<file path="src/rtl/bus_pkg.sv">
// Shared bus encoding for the processor datapath: opcodes, sequencer states,
// one-hot bus select constants and the control-word bundle.
package bus_pkg;

  localparam logic [2:0] OP_MV   = 3'b000;
  localparam logic [2:0] OP_MVI  = 3'b001;
  localparam logic [2:0] OP_ADD  = 3'b010;
  localparam logic [2:0] OP_SUB  = 3'b011;
  localparam logic [2:0] OP_LD   = 3'b100;
  localparam logic [2:0] OP_ST   = 3'b101;
  localparam logic [2:0] OP_MVNZ = 3'b110;
  localparam logic [2:0] OP_NOP  = 3'b111;

  typedef enum logic [1:0] {
    StIdle = 2'd0,
    StT1   = 2'd1,
    StT2   = 2'd2,
    StT3   = 2'd3
  } state_e;

  localparam logic [10:0] SEL_NONE = 11'b000_0000_0000;
  localparam logic [10:0] SEL_R7   = 11'b100_0000_0000;
  localparam logic [10:0] SEL_R6   = 11'b010_0000_0000;
  localparam logic [10:0] SEL_R5   = 11'b001_0000_0000;
  localparam logic [10:0] SEL_R4   = 11'b000_1000_0000;
  localparam logic [10:0] SEL_R3   = 11'b000_0100_0000;
  localparam logic [10:0] SEL_R2   = 11'b000_0010_0000;
  localparam logic [10:0] SEL_R1   = 11'b000_0001_0000;
  localparam logic [10:0] SEL_R0   = 11'b000_0000_1000;
  localparam logic [10:0] SEL_DIN  = 11'b000_0000_0100;
  localparam logic [10:0] SEL_G    = 11'b000_0000_0010;
  localparam logic [10:0] SEL_MEM  = 11'b000_0000_0001;

  typedef struct packed {
    logic [10:0] bus_sel;
    logic [7:0]  r_in;
    logic        a_in;
    logic        g_in;
    logic        addsub;
    logic        addr_in;
    logic        dout_in;
    logic        w_d;
    logic        done;
  } ctrl_t;

  // Register one-hot (R7..R0) placed onto the register field of bus_sel.
  function automatic logic [10:0] reg_sel(input logic [7:0] onehot);
    return {onehot, 3'b000};
  endfunction

endpackage

</file>
<file path="src/rtl/dec3to8.sv">
// 3-bit binary to one-hot-8 decoder used for the Rx and Ry instruction fields.
module dec3to8 (
  input  logic [2:0] sel,
  output logic [7:0] onehot
);

  always_comb begin
    onehot      = '0;
    onehot[sel] = 1'b1;
  end

endmodule

</file>
<file path="src/rtl/bus_sequencer.sv">
// Shared-bus control sequencer: latches a 9-bit instruction and steps it through T1..T3.
// Build option BUS_SEQ_MVNZ_EN enables opcode 110 as mvnz; otherwise it decodes as nop.
module bus_sequencer
  import bus_pkg::*;
(
  input  logic        clock,
  input  logic        reset,
  input  logic        run,
  input  logic [15:0] din,
  input  logic        g_nz,
  output logic [10:0] bus_sel,
  output logic [7:0]  r_in,
  output logic        a_in,
  output logic        g_in,
  output logic        addsub,
  output logic        addr_in,
  output logic        dout_in,
  output logic        w_d,
  output logic        done
);

  state_e     state_q;
  logic [8:0] ir_q;
  logic [2:0] opcode;
  logic [7:0] rx_oh;
  logic [7:0] ry_oh;
  ctrl_t      ctrl;

  assign opcode = ir_q[8:6];

  dec3to8 u_dec_rx (
    .sel    (ir_q[5:3]),
    .onehot (rx_oh)
  );

  dec3to8 u_dec_ry (
    .sel    (ir_q[2:0]),
    .onehot (ry_oh)
  );

  // The step that raises done always returns to IDLE; T3 is terminal for every opcode.
  always_ff @(posedge clock) begin
    if (reset) begin
      state_q <= StIdle;
      ir_q    <= '0;
    end else begin
      unique case (state_q)
        StIdle: begin
          if (run) begin
            ir_q    <= din[8:0];
            state_q <= StT1;
          end
        end
        StT1:    state_q <= ctrl.done ? StIdle : StT2;
        StT2:    state_q <= ctrl.done ? StIdle : StT3;
        StT3:    state_q <= StIdle;
        default: state_q <= StIdle;
      endcase
    end
  end

  always_comb begin
    ctrl = '0;
    unique case (state_q)
      StIdle: ;
      StT1: begin
        unique case (opcode)
          OP_MV: begin
            ctrl.bus_sel = reg_sel(ry_oh);
            ctrl.r_in    = rx_oh;
            ctrl.done    = 1'b1;
          end
          OP_MVI: begin
            ctrl.bus_sel = SEL_DIN;
            ctrl.r_in    = rx_oh;
            ctrl.done    = 1'b1;
          end
          OP_ADD, OP_SUB: begin
            ctrl.bus_sel = reg_sel(rx_oh);
            ctrl.a_in    = 1'b1;
          end
          OP_LD, OP_ST: begin
            ctrl.bus_sel = reg_sel(ry_oh);
            ctrl.addr_in = 1'b1;
          end
`ifdef BUS_SEQ_MVNZ_EN
          OP_MVNZ: begin
            ctrl.bus_sel = reg_sel(ry_oh);
            ctrl.r_in    = g_nz ? rx_oh : 8'h00;
            ctrl.done    = 1'b1;
          end
`endif
          default: ctrl.done = 1'b1;
        endcase
      end
      StT2: begin
        unique case (opcode)
          OP_ADD, OP_SUB: begin
            ctrl.bus_sel = reg_sel(ry_oh);
            ctrl.g_in    = 1'b1;
            ctrl.addsub  = opcode[0];
          end
          OP_ST: begin
            ctrl.bus_sel = reg_sel(rx_oh);
            ctrl.dout_in = 1'b1;
          end
          // ld waits here for the memory read; nothing else reaches T2.
          default: ;
        endcase
      end
      StT3: begin
        unique case (opcode)
          OP_ADD, OP_SUB: begin
            ctrl.bus_sel = SEL_G;
            ctrl.r_in    = rx_oh;
            ctrl.done    = 1'b1;
          end
          OP_LD: begin
            ctrl.bus_sel = SEL_MEM;
            ctrl.r_in    = rx_oh;
            ctrl.done    = 1'b1;
          end
          OP_ST: begin
            ctrl.w_d     = 1'b1;
            ctrl.done    = 1'b1;
          end
          default: ;
        endcase
      end
      default: ;
    endcase
  end

  assign bus_sel = ctrl.bus_sel;
  assign r_in    = ctrl.r_in;
  assign a_in    = ctrl.a_in;
  assign g_in    = ctrl.g_in;
  assign addsub  = ctrl.addsub;
  assign addr_in = ctrl.addr_in;
  assign dout_in = ctrl.dout_in;
  assign w_d     = ctrl.w_d;
  assign done    = ctrl.done;

  // Upper instruction bits carry the immediate only; g_nz matters only with mvnz built in.
`ifdef BUS_SEQ_MVNZ_EN
  logic unused_in;
  assign unused_in = ^din[15:9];
`else
  logic unused_in;
  assign unused_in = ^{din[15:9], g_nz};
`endif

endmodule

</file>
<file path="config.mk">
export PLATFORM = sky130hd
export DESIGN_NAME = bus_sequencer
export DESIGN_NICKNAME = d
export VERILOG_FILES = /design/src/rtl/bus_pkg.sv /design/src/rtl/dec3to8.sv /design/src/rtl/bus_sequencer.sv
export SDC_FILE = /design/constraint.sdc
export NUM_CORES = 1
export LEC_CHECK = 0
export ABC_CLOCK_PERIOD_IN_PS = 1700
export BUFFER_PORTS_ARGS = -buffer_cell sky130_fd_sc_hd__buf_4
export CORE_MARGIN = 2
export CORE_UTILIZATION = 45
export DETAILED_ROUTE_END_ITERATION = 8
export PLACE_DENSITY = 0.86
export SLEW_MARGIN = 20
export SYNTH_ARGS = -nofsm -noshare
export SYNTH_HDL_FRONTEND = slang
export SYNTH_SLANG_ARGS = --single-unit
</file>
<file path="constraint.sdc">
create_clock -name clock -period 1.7 [get_ports clock]
set_clock_uncertainty 0.05 [all_clocks]
set_input_delay 0.085 -clock clock [delete_from_list [all_inputs] [get_ports clock]]
set_output_delay 0.085 -clock clock [all_outputs]
set_load 0.1 [all_outputs]
</file>
==> results.toml, run 1 <==
[yosys]
synth-async-reset-ratio_pct = 0
netlist_instances = 128
ys_seq_elements = 11
synth_nets = 148
synth.avg_cell_area_um2 = 7.50
seq_area_frac_synth_pct = 22.9
synth_area_um2 = 960
ys_types = 40
synth_warnings = 0
synth_edf_count = 0
synth-main-ff-cell = "dfxtp_1"

[floorplanning]
die_h_um = 50.2
rows = 16
num_io_pins = 46
initial_utilization_pct = 48.4
die_width_um = 50.2

[clock_network]
cts_setup_buffers = 5
holdBufCountCts = 1
clockBufferDepth = 2
htreeDepth = 1
clkSinkCount = 11
cts-root-buf = "clkbuf_4"
cts_buffers = 3
cts_resized = 90

[place]
post-place-cells = 210
gp_congestion = 0.823
io_buffers = 37
dp_hpwl_um = 2480

[status]
error = "[ERROR DPL-0038] Utilization greater than 100%, impossible to legalize"
outcome = "did not finish"
stop_stage = "clock tree synthesis (4_1_cts)"
-- cells in the mapped netlist (2+ instances only) --
cell type	n	share of area, %
and2b_2	2	1.8
buf_2	3	1.6
buf_6	3	3.5
dfxtp_1	11	23
inv_1	4	1.6
mux2i_1	9	9.4
nand2_1	5	2.0
nand2b_1	5	3.3
nand3_1	4	2.1
nand3b_1	3	2.3
nor2_1	33	13
nor2b_1	2	1.3
nor3_1	7	3.7
nor4_1	2	1.3
o21ai_0	4	2.1
o221ai_1	4	3.7
o22ai_1	2	1.3
o32a_1	2	2.1
xnor2_1	2	1.8
-- cells by family after synthesis --
| logic type | after synthesis | synth area share, % |
|---|---|---|
| multiplexers | 9 | 9.39 |
| AO/OA/AOI/OAI | 21 | 17.9 |
| buffers and inverters | 14 | 9.78 |
| flip-flops | 11 | 22.9 |
| XOR/XNOR | 2 | 1.83 |
| AND/OR/NAND/NOR | 71 | 38.2 |
-- through the flow --
stage	setup TNS [ps]	instance area, µm²	util [%]	setup slack, ps
after floorplan	-1470	1160	-	-280
after global placement	-21.8	1610	81.1	-21.8
after detailed placement	-350	1610	81.1	-87.9
==> inputs of run 2 (changes only) <==
Settings changed: CORE_AREA set to 2 2 63 65, CORE_MARGIN 2 to not set, CORE_UTILIZATION 45 to not set, DIE_AREA set to 0 0 65 67, PLACE_DENSITY 0.86 to not set, PLACE_DENSITY_LB_ADDON set to 0.15.
==> results.toml, run 2 <==
[status]
outcome = "complete, but fails checks"
violations = "setup timing"

[setup_path]
critPathCaptureType = "primary output"
crit_type = "flip-flop to primary output"
path_max_fanout = 3
ff2ff_setup_slack_ps = 350
critPathRequiredTime_ps = 1560
crit_arrival_ps = 1700
r2r-start = "state_q[1]$_SDFFE_PP0P_"
critical_path.startpoint = "ir_q[6]$_SDFFE_PP0P_"
cp-start-kind = "flip-flop"

[place]
dp_hpwl_um = 2360
post-place-cells = 229
placed_cell_area_um2 = 1620
gp_congestion = 0.807
dpl_worst_slack_ps = -67.5
io_buffers = 37

[clock_network]
holdBufCountCts = 0
clk_pin_slew_ps = 50
clockBufferDepth = 2
cts-root-buf = "clkbuf_8"
htreeDepth = 1
cts_buffers = 3
clkSinkCount = 11
clock_latency_ps = 230
cts_tree = "yes"

[finish]
largest_reg_flops = 9
layout.nets = 211
fin_util_pct = 59.0
stdcell_count = 238
syn2layout_area_growth_pct = 122
drive_gt1_share_pct = 66.8
largest-register = "ir_q"
top_regs = "ir_q: 9 flops, state_q: 2 flops"
final_common_cell = "buf_4"
mostFrequentLayoutCells = "buf_4, buf_12, nor2_1"
final_area_um2 = 2130
num_antenna_cells = 0

[yosys]
synth-main-ff-cell = "dfxtp_1"
netlist_instances = 128
synth_edf_count = 0
yosysTopAreaCellShare_pct = 22.9
seq_area_frac_synth_pct = 22.9
ys_seq_elements = 11
synth_area_um2 = 960
synth.avg_cell_area_um2 = 7.50
post-synth-top-count-cell = "nor2_1"
synth_warnings = 0
ys_types = 40
synth-async-reset-ratio_pct = 0
synthTopCellsByArea = "dfxtp_1, nor2_1, mux2i_1"
synth_nets = 148
synthTopCellsByCount = "nor2_1, dfxtp_1, mux2i_1"
yosys.area.top_type = "dfxtp_1"

[floorplanning]
initial_utilization_pct = 26.6
die_h_um = 67
coreArea_um2 = 3610
num_io_pins = 46
rows = 22
dieArea_um2 = 4360
die_width_um = 65

[timing]
period_share_pct = 108
fin_crit_ps = 1830
maxSlewViolCount = 0
setup_viol = 17
max_freq_mhz = 545
setup_ws_ps = -135
hold_viol_final = 0
rsz0062_at_grt = "yes"
setup_tns_ps = -1160
slew_headroom_pct = 79.8
worstMarginPinSlew_ps = 301

[route]
drtAntennaViolNets = 0
num_vias = 1130
wl_um = 2990
via_per_inst = 4.75
drtIter0Drc = 59
first_pass_iters = 4
drc = 0
routedWlPerCell_um = 12.6

[global_route]
grt_start_max_net_pins = 12
first_global_vias = 1173
overflow = 0
grt_usage_pct = 14.8
grt_first_pass_wirelength_um = 5220
antenna_found_initial = 0

[worst_hold_path]
hold_path.class = "primary input to flip-flop"
hold_path_startpoint = "din[2]"

[job]
maxCapViolations = 0

[power]
ir_worst_vdd_v = 0.000455
leakage_nw = 0.811
powerDensity_nw_per_um2 = 475
## run 2: cell counts after synthesis
Identical to the previous run, type by type.
## run 2: through the flow
step | hold slack [ps] | power [mW]
CTS | 37.9 | 1.01
floorplan | 112 | 0.584
finish | 37.8 | 1.01
global placement | 269 | 0.676
global route | 46.9 | 1.07
detailed placement | 278 | 0.683
## run 2: final timing paths
| kind | cells past startpoint | to |
|---|---|---|
| worst max-delay path | 5 | bus_sel[3] |
| worst min register to register | 2 | ir_q[7]$_SDFFE_PP0P_ |
| worst min-delay path | 3 | ir_q[2]$_SDFFE_PP0P_ |
| worst max register to register | 5 | ir_q[7]$_SDFFE_PP0P_ |
## run 2: where the power goes
group	switching, mW	internal [mW]
clock	0.0885	0.164
combinational	0.251	0.200
sequential	0.0295	0.277
## run 2: final cells by class
cell class	count	area (µm²)
fill	302	1480
timing repair buffer	68	807
tap	48	60.1
inverter	4	15.0
clock buffer	4	45.0
sequential	11	235
multi-input combinational	103	966
## run 2: cells by family (layout without fill, tap and decap cells)
kind of cell	Yosys count	count (layout)	synth area share (%)
simple gates	71	71	38.2
compound gates	21	21	17.9
buf+inv	14	76	9.78
flops	11	11	22.9
mux	9	9	9.39
xor+xnor	2	2	1.83
## run 2: per-layer routing
| layer | share of wire [%] | wire, µm | vias up | track usage (%) |
|---|---|---|---|---|
| met1 | 43 | 1270 | 534 | 18.0 |
| met3 | 3.5 | 106 | 2 | 1.35 |
| met4 | 0.57 | 17 | 0 | 3.19 |
| met5 | 0 | 0 | - | 0 |
| li1 | - | - | 574 | - |
| met2 | 53 | 1600 | 20 | 28.0 |
## run 2: what timing repair did
action | 4_1_cts | 5_1_grt
pin swaps | 15 | 4
endpoints found under the setup margin | 18 | 23
cloned | 0 | 0
resized for setup | 86 | 17
buffers inserted | 4 | 1
## run 2: worst max-delay path, cell delays in order (launching register included)
cell	delay, ps
dfxtp_1	300
nor2b_4	120
or3_4	340
o32a_1	330
o221ai_4	180
buf_12	200
Note: power is estimated with default switching activity, not from simulation.
